[src/rtl/heart_seq_ctrl.sv]
// rtl/heart_seq_ctrl.sv - DDS segment sequencer: programmable freq/amp/duration table with one-shot or looped playback
module heart_seq_ctrl #(
  parameter int PHASE_W = 24,
  parameter int AMP_W   = 16,
  parameter int DUR_W   = 16,
  parameter int DEPTH   = 8,
  parameter int ADDR_W  = 3
) (
  input  logic               clk,
  input  logic               rst,
  input  logic               cfg_we,
  input  logic [ADDR_W-1:0]  cfg_addr,
  input  logic [PHASE_W-1:0] cfg_freq,
  input  logic [AMP_W-1:0]   cfg_amp,
  input  logic [DUR_W-1:0]   cfg_dur,
  input  logic               cfg_last,
  input  logic               start,
  input  logic               stop,
  input  logic               loop_en,
  output logic [PHASE_W-1:0] freq_word,
  output logic [AMP_W-1:0]   amp,
  output logic               dds_en,
  output logic [ADDR_W-1:0]  seg_idx,
  output logic               busy,
  output logic               done,
  output logic               cfg_err
);

  typedef enum logic [1:0] {
    ST_IDLE = 2'd0,
    ST_LOAD = 2'd1,
    ST_RUN  = 2'd2,
    ST_DONE = 2'd3
  } state_t;

  typedef struct packed {
    logic               last;
    logic [DUR_W-1:0]   dur;
    logic [AMP_W-1:0]   amp;
    logic [PHASE_W-1:0] freq;
  } entry_t;

  localparam logic [ADDR_W-1:0] LAST_IDX = ADDR_W'(DEPTH - 1);
  localparam logic [DUR_W-1:0]  DUR_ONE  = DUR_W'(1);

  state_t             state_q, state_d;
  entry_t             tbl_q [DEPTH];
  entry_t             tbl_d [DEPTH];
  logic [ADDR_W-1:0]  idx_q, idx_d;
  logic [ADDR_W-1:0]  seg_idx_q, seg_idx_d;
  logic [DUR_W-1:0]   cnt_q, cnt_d;
  logic [PHASE_W-1:0] freq_q, freq_d;
  logic [AMP_W-1:0]   amp_q, amp_d;
  logic               first_q, first_d;
  logic               cfg_err_q, cfg_err_d;
  logic               busy_c;
  logic               dds_en_c;
  logic               done_c;
  entry_t             cur_entry;
  entry_t             wr_entry;

  assign cur_entry = tbl_q[idx_q];
  assign wr_entry  = '{last: cfg_last, dur: cfg_dur, amp: cfg_amp, freq: cfg_freq};

  // Table update: writes land only while no sequence is playing; a blocked write raises cfg_err next cycle
  always_comb begin
    for (int i = 0; i < DEPTH; i++) begin
      tbl_d[i] = tbl_q[i];
    end
    cfg_err_d = 1'b0;
    if (cfg_we) begin
      if (busy_c) begin
        cfg_err_d = 1'b1;
      end else begin
        tbl_d[cfg_addr] = wr_entry;
      end
    end
  end

  // Table storage, cleared by reset so an unprogrammed entry plays as freq 0, amp 0, one cycle
  always_ff @(posedge clk or posedge rst) begin
    if (rst) begin
      for (int i = 0; i < DEPTH; i++) begin
        tbl_q[i] <= '0;
      end
      cfg_err_q <= 1'b0;
    end else begin
      for (int i = 0; i < DEPTH; i++) begin
        tbl_q[i] <= tbl_d[i];
      end
      cfg_err_q <= cfg_err_d;
    end
  end

  // Playback next-state and outputs; stop overrides everything while a sequence is active
  always_comb begin
    state_d   = state_q;
    idx_d     = idx_q;
    seg_idx_d = seg_idx_q;
    cnt_d     = cnt_q;
    freq_d    = freq_q;
    amp_d     = amp_q;
    first_d   = first_q;
    busy_c    = 1'b0;
    dds_en_c  = 1'b0;
    done_c    = 1'b0;
    case (state_q)
      ST_IDLE: begin
        if (start && !stop) begin
          idx_d   = '0;
          first_d = 1'b1;
          state_d = ST_LOAD;
        end
      end
      ST_LOAD: begin
        busy_c   = 1'b1;
        // carrier stays on between segments; only the very first fetch has the DDS gated
        dds_en_c = !first_q;
        if (stop) begin
          amp_d   = '0;
          state_d = ST_IDLE;
        end else begin
          freq_d    = cur_entry.freq;
          amp_d     = cur_entry.amp;
          cnt_d     = (cur_entry.dur == '0) ? DUR_ONE : cur_entry.dur;
          seg_idx_d = idx_q;
          first_d   = 1'b0;
          state_d   = ST_RUN;
        end
      end
      ST_RUN: begin
        busy_c   = 1'b1;
        dds_en_c = 1'b1;
        if (stop) begin
          amp_d   = '0;
          state_d = ST_IDLE;
        end else begin
          cnt_d = cnt_q - DUR_ONE;
          if (cnt_q == DUR_ONE) begin
            if (!cur_entry.last && (idx_q != LAST_IDX)) begin
              idx_d   = idx_q + ADDR_W'(1);
              state_d = ST_LOAD;
            end else if (loop_en) begin
              idx_d   = '0;
              state_d = ST_LOAD;
            end else begin
              amp_d   = '0;
              state_d = ST_DONE;
            end
          end
        end
      end
      ST_DONE: begin
        done_c  = 1'b1;
        state_d = ST_IDLE;
      end
      default: begin
        state_d = ST_IDLE;
      end
    endcase
  end

  // Sequencer registers
  always_ff @(posedge clk or posedge rst) begin
    if (rst) begin
      state_q   <= ST_IDLE;
      idx_q     <= '0;
      seg_idx_q <= '0;
      cnt_q     <= '0;
      freq_q    <= '0;
      amp_q     <= '0;
      first_q   <= 1'b0;
    end else begin
      state_q   <= state_d;
      idx_q     <= idx_d;
      seg_idx_q <= seg_idx_d;
      cnt_q     <= cnt_d;
      freq_q    <= freq_d;
      amp_q     <= amp_d;
      first_q   <= first_d;
    end
  end

  assign freq_word = freq_q;
  assign amp       = amp_q;
  assign dds_en    = dds_en_c;
  assign seg_idx   = seg_idx_q;
  assign busy      = busy_c;
  assign done      = done_c;
  assign cfg_err   = cfg_err_q;

endmodule

[config.mk]
export PLATFORM = sky130hd
export DESIGN_NAME = heart_seq_ctrl
export DESIGN_NICKNAME = d
export VERILOG_FILES = /design/src/rtl/heart_seq_ctrl.sv
export SDC_FILE = /design/constraint.sdc
export NUM_CORES = 1
export LEC_CHECK = 0
export ABC_AREA = 1
export CAP_MARGIN = 40
export CORE_MARGIN = 2
export CORE_UTILIZATION = 45
export CTS_CLUSTER_SIZE = 28
export DETAILED_ROUTE_END_ITERATION = 16
export DONT_BUFFER_PORTS = 1
export PLACE_DENSITY = 0.61
export SLEW_MARGIN = 20
export SYNTH_ARGS = -nofsm -noshare
export SYNTH_HDL_FRONTEND = slang
export SYNTH_SLANG_ARGS = --single-unit
[constraint.sdc]
create_clock -name clk -period 20.6 [get_ports clk]
set_input_delay 5.15 -clock clk [delete_from_list [all_inputs] [get_ports clk]]
set_output_delay 5.15 -clock clk [all_outputs]
set_load 0.01 [all_outputs]
==> results_dict.tcl, run 1 <==
set metrics [dict create \
    cp.arrival_ns 2.36 \
    cpPeakStageDelay_ns 0.50 \
    cts-hold-fix-buffers 0 \
    power_leakage_nw 12.52 \
    relSlewSlack_pct 35.64 \
    wl_met2_um 29100 \
    tns_ns 0 \
    timing.critical_path.buf_inv 3 \
    synth_top_cell_area_share_pct 55.11 \
    reg2reg_slack_ns 17.17 \
    ir_drop_uv 60.04 \
    synth_area_leaders "dfrtp_1 55%, nand2_1 13%, o21ai_0 13%" \
    n_fill_cell 4944 \
    whs_ns 0.4780 \
    synth.net_count 2990 \
    clk_latency_ns 0.62 \
    initial_core_util_pct 45.29 \
    rsz0062_at_grt "no" \
    drc 0 \
    cts_tree "built" \
    top_layer "met5" \
    die_area_sq_mm 0.05452 \
    r2r-end "tbl_q[81]" \
    ys_ff_latch 522 \
    pwr_density_cell_mw_per_mm2 141.1 \
    avgSynthCellArea_sq_um 8.131 \
    finalMaxSlewViolations 0 \
    crit_required_ns 15.45 \
    ys.flop_type "dfrtp_1" \
    worst_path_max_delay_cell "a211oi_1" \
    crit_family "buffers and inverters" \
    antennaDiodeCount 0 \
    wl_met3_um 4046 \
    ys.warnings.count 0 \
    timing.rr.start "state_q[0]" \
    synthDistinctLibCells 38 \
    worstRegToRegCells 9 \
    grt_pass1_vias 18660 \
    grt_pass1_wl_um 103300 \
    cts_setup_buffers 0 \
    fmax_ghz 0.1331 \
    routed_via_density 5.393 \
    fp.dieW_um 233.5 \
    clk_pin_slew_worst_paths_ns 0.06 \
    startpoint "state_q[0]" \
    final_nets 2899 \
    maxCapViolCount 0 \
    grt-ovfl-total 0 \
    final_cells 3554 \
    io_pins 113 \
    synth_area_sq_mm 0.02370 \
    yosysSeqAreaShare_pct 55.11 \
    num_vias 19170 \
    start_kind "register" \
    cts_made_buffers 56 \
    final_core_util_pct 50.24 \
    area_growth_pct 10.94 \
    track_usage_pct 23.87 \
    synth_edf_count 0 \
    cts-resized-gates 0 \
    period_needed_ns 7.514 \
    h-tree-depth 2 \
    async_flop_share_pct 100.0 \
    critical_path.endpoint "dds_en" \
    rows 84 \
    grt_max_degree 173 \
    clockBufferDepth 3 \
    status "complete, no violations" \
    fin_skew_ns 0.03050 \
    wl_per_cell_um 17.84 \
    gp_congestion 0.7835 \
    layout-drive-gt1-share_pct 6.036 \
    yosys.area.top_type "dfrtp_1" \
    synthCells 2915 \
    holdCritPathClass "reg2reg" \
    m1WireLength_um 28360 \
    io_buffers 0 \
    tightest_slew_ns 0.9655 \
    hold_viol 0 \
    finalSetupViolCount 0 \
    die_h_um 233.5 \
    dp.cells 3449 \
    cp-end-kind "output pin" \
    antenna_found_initial 1 \
    dp_hpwl_um 36670 \
    wirelength_um 63410 \
    crit_chain "inv_1, ha_1, buf_6, inv_2, a211oi_1" \
    cts-root-buf "clkbuf_16" \
    crit_path_max_fanout 20 \
    antenna_left 0 \
    worstSetupPathType "reg2out" \
    clock-sinks 522 \
    drt-initial-drc-count 1735 \
    min_period_over_period_pct 36.48 \
    cp_num_cells 5 \
    core_sq_mm 0.05234 \
    firstDrtPassIters 6 \
]
[layout make-up]
| type | count | area (sq um) | share of cell area (%) |
|---|---|---|---|
| Clock buffer | 91 | 1755 | 6.676 |
| Inverter | 218 | 833.3 | 3.169 |
| Tap cell | 688 | 860.8 | 3.274 |
| Multi-Input combinational cell | 1981 | 8984 | 34.16 |
| Timing Repair Buffer | 45 | 685.7 | 2.608 |
| Clock inverter | 9 | 106.4 | 0.4045 |
| Sequential cell | 522 | 13070 | 49.70 |
[tightest hold or removal path, cell delays in order (launching register included)]
cell and delay, ns:
dfrtp_1 0.33, nand2_1 0.05, o21ai_0 0.06
[where the power goes]
part	leakage [nW]	switching (mW)	internal, mW
Sequential	6.51	0.259	1.48
Combinational	5.08	0.588	0.369
Clock	0.920	0.414	0.602
Total	12.5	1.26	2.45
[registers in the layout, summed over array words and instances (netlist names)]
name,count
amp,16
cfg_err,1
idx_q,3
cnt_q,16
state_q,2
tbl_q,456
first_q,1
freq_word,24
seg_idx,3
[synthesized netlist by cell type, types with 4 or more instances]
cell type / instances
a31oi_1: 9
inv_1: 212
o31ai_2: 14
inv_2: 5
nor2_1: 243
a21oi_1: 99
o22ai_1: 46
clkbuf_1: 91
o21ai_1: 21
buf_2: 66
buf_1: 13
o21ai_0: 605
dfrtp_1: 522
buf_6: 4
nand3_1: 87
nor3_1: 10
ha_1: 9
nand2_1: 812
buf_4: 19
[metrics by stage]
step / setup WS, ns / power [mW] / cell area, sq um
2_1_floorplan: 0.8666 / 2.441 / 23700
3_3_place_gp: 12.93 / 2.635 / 23940
3_5_place_dp: 13.03 / 2.705 / 24320
4_1_cts: 12.98 / 3.731 / 26180
5_1_grt: 12.92 / 3.997 / 26300
6_report: 13.09 / 3.710 / 26300
[how the worst min path moves through the flow]
| stage | startpoint | to | slack, ns | cells after the start |
|---|---|---|---|---|
| after global routing | tbl_q[193] | tbl_q[193] | 0.50 | 2 |
| final | tbl_q[367] | tbl_q[367] | 0.48 | 2 |
| after CTS | tbl_q[95] | tbl_q[95] | 0.48 | 2 |
| after global placement | tbl_q[222] | tbl_q[222] | 0.46 | 2 |
| after detailed placement | tbl_q[95] | tbl_q[95] | 0.47 | 2 |
| after floorplan | tbl_q[210] | tbl_q[210] | 0.45 | 2 |
[layer usage]
layer  vias to the layer above  GRT usage, %
li1                       9244             -
met1                      9339         32.23
met4                         2         8.445
met5                         -             0
met3                       107         5.249
met2                       473         37.96
[kinds of logic after synthesis]
kind of cell / Yosys count / share of synthesized area, %
simple gates: 1168 / 19.26
buf+inv: 412 / 7.316
fa+ha+maj: 9 / 0.4751
compound gates: 803 / 17.80
xor+xnor: 1 / 0.03696
flops: 522 / 55.11
[placed cells by master (no fill, tap or decap), types with 3 or more instances in the layout]
cell,count
nor2_1,240
dfrtp_1,520
clkbuf_16,58
buf_16,12
nand3_1,83
clkbuf_1,15
inv_2,4
o31ai_2,14
inv_1,211
a31oi_1,9
clkbuf_8,18
buf_12,8
a21oi_1,99
clkinv_2,6
o31ai_1,3
nand4_1,3
nand3_4,4
nand2_1,811
nor2_2,6
ha_1,9
o21ai_1,21
o21ai_0,605
nor3_1,10
o22ai_1,46
buf_4,23
Power figures use the tool's default switching activity.
==> run 2, diff against run 1 <==
- clock period: 20.6 -> 6.3 ns (I/O delays scaled with it)
==> run 2 against run 1 <==
  * First-iteration DRC count rose by 11%
  * Combinational power grew to 3.3 times the previous value
  * Die area stayed put
  * Utilization fell by 0.32 points
  * Power grew to 3.3 times the previous value
  * Worst setup slack worse by 11 ns
  * Hold slack about the same
  * Routed wire length up 0.51%
  * Cell area down 0.63%
  * Critical path depth did not move
==> results_dict.tcl, run 2 (synthesis gave the netlist of run 1 again) <==
set metrics [dict create \
    initial_core_util_pct 45.29 \
    power_leakage_nw 12.43 \
    worst_path_max_delay_cell "a211oi_1" \
    largest-register "tbl_q" \
    clk_latency_ns 0.62 \
    cp-end-kind "output pin" \
    r2r-end "cnt_q[0]" \
    setup_slack_ns 2.337 \
    pre_cts_slack_ns 2.465 \
    gp_congestion 0.8111 \
    dp.cells 3441 \
    drc 0 \
    grt_pass1_wl_um 103500 \
    fmax_ghz 0.2523 \
    antenna_found_initial 0 \
    final_nets 2893 \
    h-tree-depth 2 \
    clock-sinks 522 \
    antenna_left 0 \
    die_h_um 233.5 \
    crit_path_max_fanout 20 \
    final_cells 3551 \
    pwr_density_cell_mw_per_mm2 462.0 \
    grt-ovfl-total 0 \
    cpPeakStageDelay_ns 0.53 \
    worstRegToRegCells 14 \
    fp.dieW_um 233.5 \
    routed_via_density 5.385 \
    relSlewSlack_pct 34.37 \
    tightest_slew_ns 0.9844 \
    io_pins 113 \
    rsz0062_at_grt "no" \
    grt_max_degree 177 \
    status "complete, no violations" \
    area_growth_pct 10.24 \
    die_area_sq_mm 0.05452 \
    maxCapViolCount 0 \
    finalSetupViolCount 0 \
    layout-drive-gt1-share_pct 5.833 \
    hold_depth 2 \
    period_needed_ns 3.963 \
    drt-initial-drc-count 1924 \
    finalMaxSlewViolations 0 \
    ir_drop_uv 248.7 \
    core_sq_mm 0.05234 \
    rows 84 \
    cp.arrival_ns 2.39 \
    hold_viol 0 \
    grt_pass1_vias 18680 \
    clockBufferDepth 3 \
    firstDrtPassIters 5 \
    crit_chain "inv_1, ha_1, buf_8, inv_2, a211oi_1" \
    wl_per_cell_um 17.95 \
    reg2reg_slack_ns 3.00 \
    final_cell_mix "811 x nand2_1, 605 x o21ai_0, 520 x dfrtp_1, 240 x nor2_1, 211 x inv_1" \
    final_common_cell "nand2_1" \
    cts_tree "built" \
    clk_pin_slew_worst_paths_ns 0.06 \
    start_kind "register" \
    cts_setup_buffers 0 \
    min_period_over_period_pct 62.91 \
    antennaDiodeCount 0 \
    cts-resized-gates 0 \
    hold_end "tbl_q[362]" \
    largest_reg_flops 456 \
    fin_skew_ns 0.01807 \
    track_usage_pct 23.91 \
    timing.rr.start "idx_q[0]" \
    io_buffers 0 \
    worstHoldStart "tbl_q[362]" \
    cts-root-buf "clkbuf_16" \
    cts_made_buffers 56 \
    dp_hpwl_um 36160 \
    holdCritPathClass "reg2reg" \
    wirelength_um 63730 \
    worstSetupPathType "reg2out" \
    crit_required_ns 4.72 \
    cts-hold-fix-buffers 0 \
    num_vias 19120 \
]
[run 2: per-layer routing]
metal / GRT usage [%] / vias up / part of all wire (%)
met4: 6.962 / 0 / 2.0
li1: - / 9236 / -
met3: 4.065 / 73 / 6.2
met2: 39.50 / 493 / 47
met5: 0 / - / 0
met1: 32.41 / 9321 / 45
[run 2: cell type report]
| cell class | instances | area (sq um) |
|---|---|---|
| fillers | 4973 | 26210 |
| clock inverters | 17 | 170.2 |
| flip-flops and latches | 522 | 13070 |
| multi-input cells | 1981 | 8989 |
| well taps | 688 | 860.8 |
| inverters | 218 | 829.5 |
| clock buffers | 86 | 1634 |
| repair buffers | 39 | 576.8 |
[run 2: power breakdown]
group	leakage (nW)	total (mW)	internal [mW]	switching, mW
logic	5.03	3.16	1.21	1.95
registers	6.51	5.67	4.83	0.845
clock network	0.887	3.24	1.87	1.37
[run 2: per-stage QoR]
step / cell area, sq um / setup TNS (ns) / total power, mW / utilization, % / hold slack, ns
2_1_floorplan: 23710 / -1235.68 / 7.984 / - / 0.4478
3_3_place_gp: 23980 / 0 / 8.619 / 45.81 / 0.4604
3_5_place_dp: 24170 / 0 / 8.833 / 46.18 / 0.4675
4_1_cts: 25970 / 0 / 12.12 / 49.62 / 0.4824
5_1_grt: 26130 / 0 / 12.99 / 49.92 / 0.4974
6_report: 26130 / 0 / 12.07 / 49.92 / 0.4777
[run 2: how the worst max path moves through the flow]
| stage | start | cells after the start | slack [ns] | to |
|---|---|---|---|---|
| after detailed placement | state_q[0] | 4 | 2.47 | dds_en |
| after global placement | cfg_we | 6 | 2.35 | tbl_q[322] |
| after global routing | state_q[0] | 5 | 2.21 | dds_en |
| final | state_q[0] | 5 | 2.34 | dds_en |
| after CTS | state_q[0] | 4 | 1.81 | dds_en |
| after floorplan | rst | 1 | -2.37 | amp[0] |
[run 2: worst max-delay path, delay by kind of cell (launching register included)]
kind / cells / cell delay, ns
compound gates: 1 / 0.53
buf+inv: 3 / 0.52
flops: 1 / 0.40
fa+ha+maj: 1 / 0.32
